### config.mk
export PLATFORM = sky130hd
export DESIGN_NAME = adler32_arbiter
export DESIGN_NICKNAME = d
export VERILOG_FILES = /design/src/rtl/adler32_arbiter.sv
export SDC_FILE = /design/constraint.sdc
export NUM_CORES = 1
export LEC_CHECK = 0
export ABC_AREA = 1
export BUFFER_PORTS_ARGS = -buffer_cell sky130_fd_sc_hd__buf_4
export CORE_MARGIN = 2
export CORE_UTILIZATION = 48
export CTS_CLUSTER_SIZE = 20
export DETAILED_ROUTE_END_ITERATION = 7
export GPL_TIMING_DRIVEN = 0
export MAX_ROUTING_LAYER = met4
export PLACE_DENSITY = 0.9
export SYNTH_ARGS = -nofsm -noshare
export SYNTH_HDL_FRONTEND = slang
export SYNTH_SLANG_ARGS = --single-unit
### constraint.sdc
create_clock -name clock -period 2.06 [get_ports clock]
set_input_delay 0.412 -clock clock [delete_from_list [all_inputs] [get_ports clock]]
set_output_delay 0.412 -clock clock [all_outputs]
set_load 0.03 [all_outputs]
### src/rtl/adler32_arbiter.sv
// Round-robin arbiter that lends one adler32 engine to two byte-stream requesters for one frame at a time.
// Bytes are forwarded one cycle after acceptance; the checksum or a timeout ends the frame, and only the owner sees rdy.
module adler32_arbiter #(
  parameter int TIMEOUT = 16
) (
  input  logic        clock,
  input  logic        rst_n,
  input  logic        req0,
  input  logic        req1,
  input  logic        vld0,
  input  logic        vld1,
  input  logic [7:0]  byte0,
  input  logic [7:0]  byte1,
  input  logic        last0,
  input  logic        last1,
  output logic        rdy0,
  output logic        rdy1,
  output logic        eng_rst_n,
  output logic        eng_data_valid,
  output logic [7:0]  eng_data,
  output logic        eng_last_data,
  input  logic        eng_checksum_valid,
  input  logic [31:0] eng_checksum,
  output logic        done0,
  output logic        done1,
  output logic        err0,
  output logic        err1,
  output logic [31:0] sum_out
);

  localparam int TW = $clog2(TIMEOUT + 1);

  typedef enum logic [1:0] {ST_IDLE, ST_CLEAR, ST_STREAM, ST_WAIT} state_t;

  state_t        state_q;
  logic          owner_q;
  logic          last_grant_q;
  logic [1:0]    rdy_q;
  logic [1:0]    done_q;
  logic [1:0]    err_q;
  logic          eng_rst_n_q;
  logic          eng_data_valid_q;
  logic [7:0]    eng_data_q;
  logic          eng_last_data_q;
  logic [31:0]   sum_q;
  logic [TW-1:0] timer_q;

  logic          grant_d;
  logic          accept_d;
  logic [7:0]    own_byte_d;
  logic          own_last_d;

  // On a tie the requester that did not hold the engine last time wins.
  always_comb begin
    grant_d = req1;
    if (req0 && req1) begin
      grant_d = ~last_grant_q;
    end
    own_byte_d = owner_q ? byte1 : byte0;
    own_last_d = owner_q ? last1 : last0;
    accept_d   = (state_q == ST_STREAM) &&
                 (owner_q ? (vld1 && rdy_q[1]) : (vld0 && rdy_q[0]));
  end

  always_ff @(posedge clock or negedge rst_n) begin
    if (!rst_n) begin
      state_q          <= ST_IDLE;
      owner_q          <= 1'b0;
      last_grant_q     <= 1'b1;
      rdy_q            <= 2'b00;
      done_q           <= 2'b00;
      err_q            <= 2'b00;
      eng_rst_n_q      <= 1'b0;
      eng_data_valid_q <= 1'b0;
      eng_data_q       <= 8'h00;
      eng_last_data_q  <= 1'b0;
      sum_q            <= 32'h0;
      timer_q          <= '0;
    end else begin
      done_q           <= 2'b00;
      err_q            <= 2'b00;
      eng_data_valid_q <= 1'b0;
      eng_last_data_q  <= 1'b0;
      eng_rst_n_q      <= 1'b1;
      case (state_q)
        ST_IDLE: begin
          if (req0 || req1) begin
            owner_q      <= grant_d;
            last_grant_q <= grant_d;
            eng_rst_n_q  <= 1'b0;
            state_q      <= ST_CLEAR;
          end
        end
        ST_CLEAR: begin
          rdy_q   <= owner_q ? 2'b10 : 2'b01;
          state_q <= ST_STREAM;
        end
        ST_STREAM: begin
          if (accept_d) begin
            eng_data_q       <= own_byte_d;
            eng_data_valid_q <= 1'b1;
            eng_last_data_q  <= own_last_d;
            if (own_last_d) begin
              rdy_q   <= 2'b00;
              timer_q <= '0;
              state_q <= ST_WAIT;
            end
          end
        end
        ST_WAIT: begin
          // A checksum arriving on the timeout cycle still counts as success.
          if (eng_checksum_valid) begin
            sum_q           <= eng_checksum;
            done_q[owner_q] <= 1'b1;
            state_q         <= ST_IDLE;
          end else if (timer_q == TW'(TIMEOUT - 1)) begin
            err_q[owner_q] <= 1'b1;
            timer_q        <= TW'(TIMEOUT);
            state_q        <= ST_IDLE;
          end else begin
            timer_q <= timer_q + TW'(1);
          end
        end
        default: state_q <= ST_IDLE;
      endcase
    end
  end

  assign rdy0           = rdy_q[0];
  assign rdy1           = rdy_q[1];
  assign eng_rst_n      = eng_rst_n_q;
  assign eng_data_valid = eng_data_valid_q;
  assign eng_data       = eng_data_q;
  assign eng_last_data  = eng_last_data_q;
  assign done0          = done_q[0];
  assign done1          = done_q[1];
  assign err0           = err_q[0];
  assign err1           = err_q[1];
  assign sum_out        = sum_q;

endmodule

==> metrics.yaml <==
drive_gt1_share_pct: 34.5
layout_common_cells: "nand2_1 (135), buf_4 (110), dfrtp_1 (57), nor2_1 (15), nand3_1 (15)"
hpwl_um: 4500
grt_pass1_wl_um: 10000
ctsLongestPathBuffers: 2
antenna_left: 0
r2r-start: "timer_q[0]"
rr_endpoint: "state_q[0]"
cts_setup_buffers: 0
p_per_area_nw_per_um2: 1570
globalRouteTotalUtil_pct: 22.1
slew_viol_final: 0
tightest_slew_ps: 694
fmax_mhz: 586
place_ws_ps: 385
antenna_found_initial: 0
required_ps: 2280
drt-vias-per-instance: 4.70
synth.avg_cell_area_sq_um: 9.04
ys_seq_area_share_pct: 56.4
worstPathMaxFanout: 4
overflow: 0
postSynthCellCount: 285
synth_area_sq_um: 2580
route.final.wire_length_um: 6020
whs_ps: 122
ys_warn_count: 0
worstHoldPathType: "in -> async"
cts_hold_buf: 0
startpoint: "timer_q[0]"
synth_top_area_share_pct: 55.4
drt_iter0_drc: 124
layout_commonest_cell: "nand2_1"
die_h_um: 77.3
finalHoldViolCount: 0
rows: 26
cts_resized: 0
max_cap_violations: 0
clk_pin_slew_ps: 60
leakage_nw: 2.04
syn_to_final_growth_pct: 41.2
syn-num-nets: 350
place_congestion: 0.901
final_cell_area_sq_um: 3640
synth-seq-cells: 58
cp.arrival_ps: 1920
io-pin-count: 106
num-fill-cells: 418
core_sq_um: 5140
setup_viol: 0
period_share_pct: 82.8
rr_worst_depth: 11
critical_path.startpoint_type: "flop"
fin_skew_ps: 5.03
cp-end-kind: "flop"
cts_root_buf: "clkbuf_8"
first_global_vias: 2215
rsz0062_at_grt: "no"
cts_inserted_buffers: 9
num_antenna_cells: 0
yosys-top-cells-area: "dfrtp_1 (55%), nand2_1 (20%), ha_1 (3.9%)"
slew_headroom_pct: 53.7
drc: 0
worstSetupPathType: "reg -> reg"
status: "completed"
cts_tree: "done"
ff2ff_setup_slack_ps: 350
wire_per_inst_um: 12.6
grt_max_degree: 59
dpl_cell_area_sq_um: 3450
insertion_delay_ps: 330
final_nets: 466
dieArea_sq_um: 5970
vias: 2236
ir_worst_vdd_mv: 0.773
h-tree-depth: 3
synth.distinct_cells: 23
start_util_pct: 50.1
die_width_um: 77.3
cts_sinks: 58
dr.pass1.iters: 4
worst_slack_ps: 354
fin_setup_tns_ps: 0
period_needed_ps: 1710
portBuffers: 105
synth_top_area_cell: "dfrtp_1"
## metrics by stage
stage	instances	power [mW]	utilization, %
floorplan	285	3.72	-
global placement	460	4.67	67.2
detailed placement	460	4.75	67.2
CTS	476	5.75	70.8
global route	476	6.07	70.8
finish	476	5.70	70.8
## cell type report
cell class	instances	area (sq um)	share of cell area, %
well taps	70	87.6	2.41
inverters	14	57.6	1.58
multi-input cells	203	995	27.3
plain buffers	10	71.3	1.96
clock inverters	6	57.6	1.58
clock buffers	10	128	3.51
flip-flops and latches	58	1450	39.9
repair buffers	105	788	21.7
## state kept, by name, summed over array words and instances, names as in the netlist
| register | flops |
|---|---|
| sum_out | 32 |
| eng_data | 8 |
| timer_q | 5 |
| done_q | 2 |
| err_q | 2 |
| rdy_q | 2 |
| state_q | 2 |
| eng_data_valid | 1 |
| eng_last_data | 1 |
| eng_rst_n | 1 |
| last_grant_q | 1 |
| owner_q | 1 |
## per-layer routing
layer	track usage (%)	vias to the layer above	part of all wire, %
li1	-	1120	-
met1	26.2	1033	43
met2	35.6	69	50
met3	5.88	14	5.3
met4	9.82	0	1.9
met5	-	-	0
## kinds of logic after synthesis
logic type / Yosys count / share of synthesized area, %
simple gates: 175 / 29.0
flops: 58 / 56.4
buf+inv: 24 / 5.00
compound gates: 12 / 2.57
mux: 8 / 3.11
fa+ha+maj: 8 / 3.89
## cell usage after synthesis, drive strengths merged
library cell  count
nand2           139
inv              14
nor3              1
o211ai            1
dfrtp            57
buf               7
ha                8
or2               1
dfstp             1
mux2i             8
o21ai            11
nor2             16
nand3            18
clkbuf            3
## worst max-delay path by stage
stage | slack [ps] | depth (start not counted) | endpoint
floorplan | 630 | 11 | state_q[0]
global placement | 470 | 11 | state_q[1]
finish | 350 | 11 | state_q[0]
CTS | 360 | 11 | state_q[0]
detailed placement | 390 | 11 | state_q[0]
global route | 160 | 11 | state_q[1]
## where the power goes
group | internal (mW) | switching (mW) | leakage [nW]
Combinational | 1.06 | 1.80 | 1.21
Sequential | 1.60 | 0.268 | 0.736
Clock | 0.549 | 0.432 | 0.0958
Total | 3.21 | 2.50 | 2.04
## worst max-delay path, stage by stage (launching register included)
cell,delay [ps]
dfrtp_1,410
ha_1,190
nand2_1,80
nor2_1,190
ha_1,220
inv_1,70
nand3_1,90
nand2_1,50
inv_1,90
nand3_1,90
nand2_1,70
nand2_1,50
No activity file was read; power rests on OpenSTA's default activity.
